[src/rtl/intr_sched_if.sv]
// Interrupt scheduler bus: device lines, CPU handshake and debug outputs.
// INTREQ/ACK handshake: INTREQ stays high until the processor answers with a one-cycle ACK, and there is no timeout.
interface intr_sched_if #(
  parameter int NSRC    = 3,
  parameter int NUMBITS = 4
);
  logic [NSRC-1:0]    IRQ;
  logic [NSRC-1:0]    IRQMASK;
  logic               IE;
  logic               ACK;
  logic               RETI;
  logic               STALL;
  logic               INTREQ;
  logic [NUMBITS-1:0] INTNUM;
  logic [NSRC-1:0]    PEND;
  logic               BUSY;
  logic [1:0]         state_dbg;

  modport slave (
    input  IRQ, IRQMASK, IE, ACK, RETI,
    output STALL, INTREQ, INTNUM, PEND, BUSY, state_dbg
  );

  modport master (
    output IRQ, IRQMASK, IE, ACK, RETI,
    input  STALL, INTREQ, INTNUM, PEND, BUSY, state_dbg
  );
endinterface

[src/rtl/intr_sched.sv]
// Interrupt scheduler: edge-captured pending events, pipeline drain, INTREQ/ACK redirect, RETI unmask.
// Define INTR_SCHED_RR_EN for round-robin arbitration; by default the lowest index wins.
module intr_sched #(
  parameter int NSRC      = 3,
  parameter int DRAIN_CYC = 3,
  parameter int NUMBITS   = 4
) (
  input  logic       CLK,
  input  logic       INIT,
  intr_sched_if.slave bus
);

  localparam int CW = (DRAIN_CYC > 1) ? $clog2(DRAIN_CYC) : 1;
  localparam int IW = (NSRC > 1) ? $clog2(NSRC) : 1;

  if (DRAIN_CYC < 1) begin : g_bad_drain
    $error("intr_sched: DRAIN_CYC must be at least 1");
  end

  typedef enum logic [1:0] {
    S_IDLE    = 2'd0,
    S_DRAIN   = 2'd1,
    S_REQ     = 2'd2,
    S_SERVICE = 2'd3
  } state_t;

  state_t             state_q, state_d;
  logic [CW-1:0]      cnt_q, cnt_d;
  logic [NUMBITS-1:0] num_q, num_d;
  logic [NSRC-1:0]    pend_q, pend_clr;
  logic [NSRC-1:0]    irq_q;
  logic [NSRC-1:0]    rise;
  logic [NSRC-1:0]    elig;
  logic [IW-1:0]      win_idx;

  assign rise = bus.IRQ & ~irq_q;
  assign elig = pend_q & bus.IRQMASK;

`ifdef INTR_SCHED_RR_EN
  logic [IW-1:0] ptr_q, ptr_d;

  // Scan starts just after the last granted source and wraps around.
  always_comb begin
    int  idx;
    logic found;
    idx     = 0;
    found   = 1'b0;
    win_idx = '0;
    for (int k = 1; k <= NSRC; k++) begin
      idx = int'(ptr_q) + k;
      if (idx >= NSRC) idx = idx - NSRC;
      if (!found && elig[idx]) begin
        found   = 1'b1;
        win_idx = IW'(idx);
      end
    end
  end

  always_ff @(posedge CLK) begin
    if (INIT) ptr_q <= IW'(NSRC - 1);
    else      ptr_q <= ptr_d;
  end
`else
  always_comb begin
    win_idx = '0;
    for (int i = NSRC - 1; i >= 0; i--) begin
      if (elig[i]) win_idx = IW'(i);
    end
  end
`endif

  always_comb begin
    state_d  = state_q;
    cnt_d    = cnt_q;
    num_d    = num_q;
    pend_clr = '0;
`ifdef INTR_SCHED_RR_EN
    ptr_d    = ptr_q;
`endif
    case (state_q)
      S_IDLE: begin
        if (bus.IE && (|elig)) begin
          num_d   = NUMBITS'(win_idx) + NUMBITS'(1);
          cnt_d   = CW'(DRAIN_CYC - 1);
          state_d = S_DRAIN;
        end
      end
      S_DRAIN: begin
        // Dropping IE abandons the selection; the event stays pending.
        if (!bus.IE)              state_d = S_IDLE;
        else if (cnt_q == '0)     state_d = S_REQ;
        else                      cnt_d   = cnt_q - CW'(1);
      end
      S_REQ: begin
        if (bus.ACK) begin
          state_d = S_SERVICE;
          for (int i = 0; i < NSRC; i++) begin
            pend_clr[i] = (num_q == NUMBITS'(i + 1));
          end
`ifdef INTR_SCHED_RR_EN
          ptr_d = IW'(num_q - NUMBITS'(1));
`endif
        end
      end
      S_SERVICE: begin
        if (bus.RETI) state_d = S_IDLE;
      end
      default: state_d = S_IDLE;
    endcase
  end

  always_ff @(posedge CLK) begin
    if (INIT) begin
      state_q <= S_IDLE;
      cnt_q   <= '0;
      num_q   <= '1;
      pend_q  <= '0;
      irq_q   <= '0;
    end else begin
      state_q <= state_d;
      cnt_q   <= cnt_d;
      num_q   <= num_d;
      // A fresh edge on the bit being acknowledged keeps it pending.
      pend_q  <= (pend_q & ~pend_clr) | rise;
      irq_q   <= bus.IRQ;
    end
  end

  assign bus.STALL     = (state_q == S_DRAIN) || (state_q == S_REQ);
  assign bus.INTREQ    = (state_q == S_REQ);
  assign bus.INTNUM    = (state_q == S_IDLE) ? '1 : num_q;
  assign bus.PEND      = pend_q;
  assign bus.BUSY      = (state_q != S_IDLE);
  assign bus.state_dbg = state_q;

endmodule
[src/flat_wrapper.sv]
// flat-port wrapper written by rule: the top's interface ports become plain ports
module intr_sched_flat 
#(
  parameter int NSRC      = 3,
  parameter int DRAIN_CYC = 3,
  parameter int NUMBITS   = 4
)
  (CLK, INIT, bus_IRQ, bus_IRQMASK, bus_IE, bus_ACK, bus_RETI, bus_STALL, bus_INTREQ, bus_INTNUM, bus_PEND, bus_BUSY, bus_state_dbg);
  intr_sched_if #(.NSRC(NSRC), .NUMBITS(NUMBITS)) bus_i ();
  input  logic CLK;
  input  logic INIT;
  input wire logic [$bits(bus_i.IRQ)-1:0] bus_IRQ;
  input wire logic [$bits(bus_i.IRQMASK)-1:0] bus_IRQMASK;
  input wire logic [$bits(bus_i.IE)-1:0] bus_IE;
  input wire logic [$bits(bus_i.ACK)-1:0] bus_ACK;
  input wire logic [$bits(bus_i.RETI)-1:0] bus_RETI;
  output wire logic [$bits(bus_i.STALL)-1:0] bus_STALL;
  output wire logic [$bits(bus_i.INTREQ)-1:0] bus_INTREQ;
  output wire logic [$bits(bus_i.INTNUM)-1:0] bus_INTNUM;
  output wire logic [$bits(bus_i.PEND)-1:0] bus_PEND;
  output wire logic [$bits(bus_i.BUSY)-1:0] bus_BUSY;
  output wire logic [$bits(bus_i.state_dbg)-1:0] bus_state_dbg;
  assign bus_i.IRQ = bus_IRQ;
  assign bus_i.IRQMASK = bus_IRQMASK;
  assign bus_i.IE = bus_IE;
  assign bus_i.ACK = bus_ACK;
  assign bus_i.RETI = bus_RETI;
  assign bus_STALL = bus_i.STALL;
  assign bus_INTREQ = bus_i.INTREQ;
  assign bus_INTNUM = bus_i.INTNUM;
  assign bus_PEND = bus_i.PEND;
  assign bus_BUSY = bus_i.BUSY;
  assign bus_state_dbg = bus_i.state_dbg;
  intr_sched #(.NSRC(NSRC), .DRAIN_CYC(DRAIN_CYC), .NUMBITS(NUMBITS)) u_core (.CLK(CLK), .INIT(INIT), .bus(bus_i));
endmodule
[config.mk]
export PLATFORM = sky130hd
export DESIGN_NAME = intr_sched_flat
export DESIGN_NICKNAME = d
export VERILOG_FILES = /design/src/rtl/intr_sched_if.sv /design/src/rtl/intr_sched.sv /design/src/flat_wrapper.sv
export SDC_FILE = /design/constraint.sdc
export NUM_CORES = 1
export LEC_CHECK = 0
export ABC_AREA = 1
export BUFFER_PORTS_ARGS = -buffer_cell sky130_fd_sc_hd__buf_2
export CAP_MARGIN = 15
export CORE_UTILIZATION = 35
export DETAILED_ROUTE_END_ITERATION = 10
export PLACE_DENSITY = 0.66
export SYNTH_ARGS = -nofsm -noshare
export SYNTH_HDL_FRONTEND = slang
export SYNTH_SLANG_ARGS = --single-unit
[constraint.sdc]
create_clock -name CLK -period 1.4 [get_ports CLK]
set_input_delay 0.21 -clock CLK [delete_from_list [all_inputs] [get_ports CLK]]
set_output_delay 0.21 -clock CLK [all_outputs]
set_load 0.01 [all_outputs]
======== Word-level counts from Yosys, hierarchy flattened ========
Index checks and enable logic that the tools add are counted.
operators by class
  $add $sub $neg .......................... 2
  $mul .................................... 0
  divide/modulo/power cells ............... 0
  magnitude comparators ................... 0
  equality and inequality tests ........... 12
  shifts and indexed selects .............. 0
  muxes and demuxes ....................... 16
  bitwise gates (word level) .............. 6
  reduce and logical (&&, ||, !) cells .... 10
operators with widths
  kind                 number
  $mux 2               11
  $and 3x3->3          3
  $eq 4x2->1 const B   2
  $ne 2x2->1 const B   4
  $pmux 2 s4           1
  $reduce_and 4->1     2
  $mux 3               2
  $not 3->3            2
  $eq 2x2->1 const B   2
  $eq 4x1->1 const B   1
  $logic_not 2->1      2
  $mux 4               1
  $pmux 2 s2           1
  $reduce_bool 2->1    2
  $add 2x1->3 const B  1
  $ne 3x2->1 const B   1
  $or 3x3->3           1
  $reduce_or 3->1      1
  $eq 2x1->1 const B   1
  $ne 2x1->1 const B   1
  $reduce_and 2->1     1
  $sub 2x1->2 const B  1
  $logic_and 1x1->1    1
  $logic_or 1x1->1     1
storage, ports and cells
  register bits after elaboration ......... 14
  latch bits .............................. 0
  memory bits (writable) .................. 0
  ROM bits ................................ 0
  bits of input ports ..................... 11
  output and inout bits ................... 12
  logic and storage cells ................. 51
  memories kept ........................... 0

======== Logic depth before layout (Yosys ltp) ========
  word-level depth ........................ 6
  mapped depth ............................ 9
  depth with buffers taken out ............ 9

======== Worst setup path before layout ========
OpenSTA, ideal clock, no wires.
  path kind ............................... reg-to-reg
  from .................................... register u_core.state_q[0], in the netlist u_core.bus.state_dbg[0]
  to ...................................... register (tool-made name)
  library setup time ...................... 0.062 ns
  data arrival time ....................... 1.327 ns
  data required time ...................... 1.338 ns
  slack ................................... 0.011 ns
  stages on the path, launching flop included .. 10
  path buffers ............................ 0
  period minus slack after synthesis ...... 1.389 ns
  cell sequence ........................... dfxtp_1 inv_1 ha_1 nand2_1 nand2_1 nor2_2 nand3_1 nand2_1 inv_1 nor2_2
RTL lines
  item                      RTL line           RTL
  start: declaration        intr_sched.sv:27   state_t state_q, state_d;
  start signal: assignment  intr_sched.sv:120  state_q <= state_d;

======== Final worst setup path ========
  from .................................... register u_core.state_q[0], in the netlist u_core.bus.state_dbg[0]
  to ...................................... output port bus_INTNUM[3]
between the ends
  word-level cells in the longest chain between the ends .. 2
ends and longest elaborated chain
  item              RTL line            RTL
  $logic_not 2->1   intr_sched.sv:131   assign bus.INTNUM = (state_q == S_IDLE) ? '1 : num_q;
  $mux 4            intr_sched.sv:131
  end: declaration  flat_wrapper.sv:19  output wire logic [$bits(bus_i.INTNUM)-1:0] bus_INTNUM;
No other way between the ends.

==> results_dict.tcl <==
set metrics [dict create \
    ioPinCount 23 \
    hold_path_class "input port to flop" \
    antenna_left 0 \
    power.share.switching_pct 39.64 \
    layout.cells.non_filler 159 \
    fp.dieW_um 48.04 \
    drt_iter0_markers 14 \
    relSlewSlack_pct 85.92 \
    start_kind "flop" \
    yosysUniqueCellTypes 19 \
    pwr-share-seq_pct 31.0 \
    wl_per_cell_um 9.906 \
    clock.fmax_mhz 756.1 \
    muxShareOfSynthArea_pct 0 \
    worstPathRequired_ns 1.19 \
    clkSinkCount 14 \
    antenna_cells 0 \
    post-route-drc-count 0 \
    wl_mm 1.575 \
    drv_slew 0 \
    hold-worst-slack_ns 0.1581 \
    dpl_worst_slack_ns -0.01209 \
    path_clk_slew_ns 0.09 \
    htreeDepth 1 \
    ir_drop_mv 1.126 \
    synth_top_family_by_area "simple AND/OR/NAND/NOR gates" \
    cts_hold_buf 0 \
    via_per_inst 4.566 \
    syn_inst 102 \
    pwr-share-comb_pct 52.0 \
    p_int_mw 1.045 \
    synth_xor_area_share_pct 0 \
    setup_viol 0 \
    yosys_warnings 0 \
    place.gp.congestion 0.7586 \
    seq_area_frac_synth_pct 37.77 \
    synth_fa_ha_area_share_pct 10.12 \
    power.leakage_nw 0.5090 \
    hold_viol 0 \
    finalNetCount 150 \
    clkPwrFrac_pct 17.1 \
    cp.arrival_ns 1.11 \
    worst_slew_pin_slew_ns 0.2096 \
    criticalPathCategory "flop to output pin" \
    grt_first_pass_wirelength_mm 2.449 \
    via_count 726 \
    synth_compound_area_share_pct 11.13 \
    p_sw_uw 686.0 \
    grt_use_total_pct 15.30 \
    antenna_found_initial 0 \
    worst_clock_skew_ns 0.003351 \
    dieArea_mm2 0.002308 \
    place_area_um2 900.9 \
    yosysTopAreaCellShare_pct 37.77 \
    design_area_um2 993.5 \
    grt_start_max_net_pins 11 \
    syn_area_per_cell_um2 7.274 \
    period_share_pct 94.47 \
    clock_latency_ns 0.27 \
    fp-row-count 16 \
    path_max_fanout 6 \
    synth-seq-cells 14 \
    cts_inserted_buffers 3 \
    clk_path_buf_depth 2 \
    syn2layout_area_growth_pct 33.90 \
    initial_utilization_pct 37.44 \
    port_buffers 22 \
    synth_area_um2 742.0 \
    rsz0062_at_grt "true" \
    synth_nets 119 \
    gr-total-overflow 0 \
    cts_root_buf "clkbuf_4" \
    worst_slack_ns 0.07745 \
    fin_crit_ns 1.323 \
    final_util_pct 50.13 \
    cts_tree "done" \
    synthTopCellsByArea "dfxtp_1, nand2_1, ha_1" \
    drv_cap 0 \
    pwr_density_cell_mw_per_mm2 1742 \
    coreArea_mm2 0.001982 \
    synthSimpleGateAreaFrac_pct 31.37 \
    status "finished clean" \
    placedCellCount 153 \
    fillCellCount 203 \
    drive_above_1_share_pct 37.88 \
    grt_pass1_vias 597 \
    endpoint_kind "output pin" \
    dr.pass1.iters 4 \
    die_h_um 48.04 \
    post-dp-hpwl_mm 1.241 \
    synth_largest_area_cell "dfxtp_1" \
]
==> final timing paths <==
kind / slack, ns / startpoint / cells past startpoint / end
worst max-delay path: 0.08 / u_core.bus.state_dbg[0] / 5 / bus_INTNUM[3]
worst min register to register: 0.43 / u_core.irq_q[2] / 1 / u_core.bus.PEND[2]
worst max register to register: 0.09 / u_core.bus.state_dbg[0] / 8 / u_core.cnt_q[1]
worst min-delay path: 0.16 / bus_IRQ[1] / 3 / u_core.irq_q[1]
==> per-layer routing <==
metal,GRT usage [%],up-vias,share of wire [%]
met2,26.49,17,52
li1,-,383,-
met1,18.61,324,42
met5,0,-,0
met3,3.396,2,4.9
met4,5.000,0,0.57
==> registers in the layout, indices dropped and copies added (netlist names), named ones only <==
| signal | flops |
|---|---|
| u_core.bus.PEND | 3 |
| u_core.bus.state_dbg | 1 |
| u_core.cnt_q | 2 |
| u_core.irq_q | 3 |
| u_core.num_q | 4 |
==> critical path, stage by stage (launching register included) <==
cell     delay [ns]
dfxtp_4        0.36
inv_2          0.05
ha_4           0.17
inv_4          0.07
nand2_1        0.05
buf_2          0.13
==> metrics by stage <==
step | TNS [ns] | power (mW)
after global routing | -0.005589 | 1.886
after detailed placement | -0.01209 | 1.284
after global placement | 0 | 1.250
final | 0 | 1.731
after floorplan | 0 | 1.073
after CTS | 0 | 1.712
==> power groups by stage <==
stage,clock network (mW),logic (mW),registers [mW]
finish,0.295,0.900,0.536
global route,0.323,1.02,0.547
CTS,0.306,0.871,0.535
detailed placement,0,0.737,0.548
global placement,0,0.710,0.539
floorplan,0,0.521,0.552
==> cell families (layout without fill, tap and decap cells) <==
family	count (synthesis)	after routing
AO/OA/AOI/OAI	12	12
adder cells (fa/ha/maj)	6	6
buffers and inverters	19	49
flip-flops	14	14
AND/OR/NAND/NOR	51	51
==> cells in the final DEF, fill, tap and decap left out, types with 2 or more instances in the layout <==
| master | n |
|---|---|
| ha_1 | 3 |
| o211ai_1 | 3 |
| buf_4 | 4 |
| a21oi_1 | 2 |
| o21ai_0 | 2 |
| nand2_2 | 5 |
| inv_2 | 4 |
| o21ai_1 | 2 |
| nand3_1 | 3 |
| nand2_1 | 21 |
| buf_2 | 21 |
| clkbuf_4 | 3 |
| o32ai_1 | 2 |
| nor2_1 | 14 |
| nor3_1 | 3 |
| inv_1 | 14 |
| nor2_2 | 2 |
| ha_4 | 2 |
| dfxtp_1 | 12 |
==> repair_timing <==
item,CTS,global route
pin swaps,1,2
resized for setup,8,4
buffers inserted,3,0
setup endpoints to repair,9,10
==> cells in the mapped netlist <==
cell type and number:
o22ai_2 1, o211ai_1 3, ha_1 6, a21oi_1 2, nand4_1 1, nand2_1 21, nand3_2 1, nor3_1 3
nor2_1 14, nand3_1 3, o21ai_1 2, dfxtp_1 14, nor2_4 1, nor2_2 2, inv_2 3, o21ai_0 2
inv_1 16, nand2_2 5, o32ai_1 2
==> area by class of cell <==
type / instances / area [um^2] / area share, %
multi-input cells: 69 / 417.9 / 42.07
clock buffers: 4 / 36.28 / 3.652
inverters: 19 / 73.82 / 7.431
well taps: 27 / 33.78 / 3.401
repair buffers: 26 / 146.4 / 14.74
flip-flops and latches: 14 / 285.3 / 28.72
(Power assumes the default switching activity.)
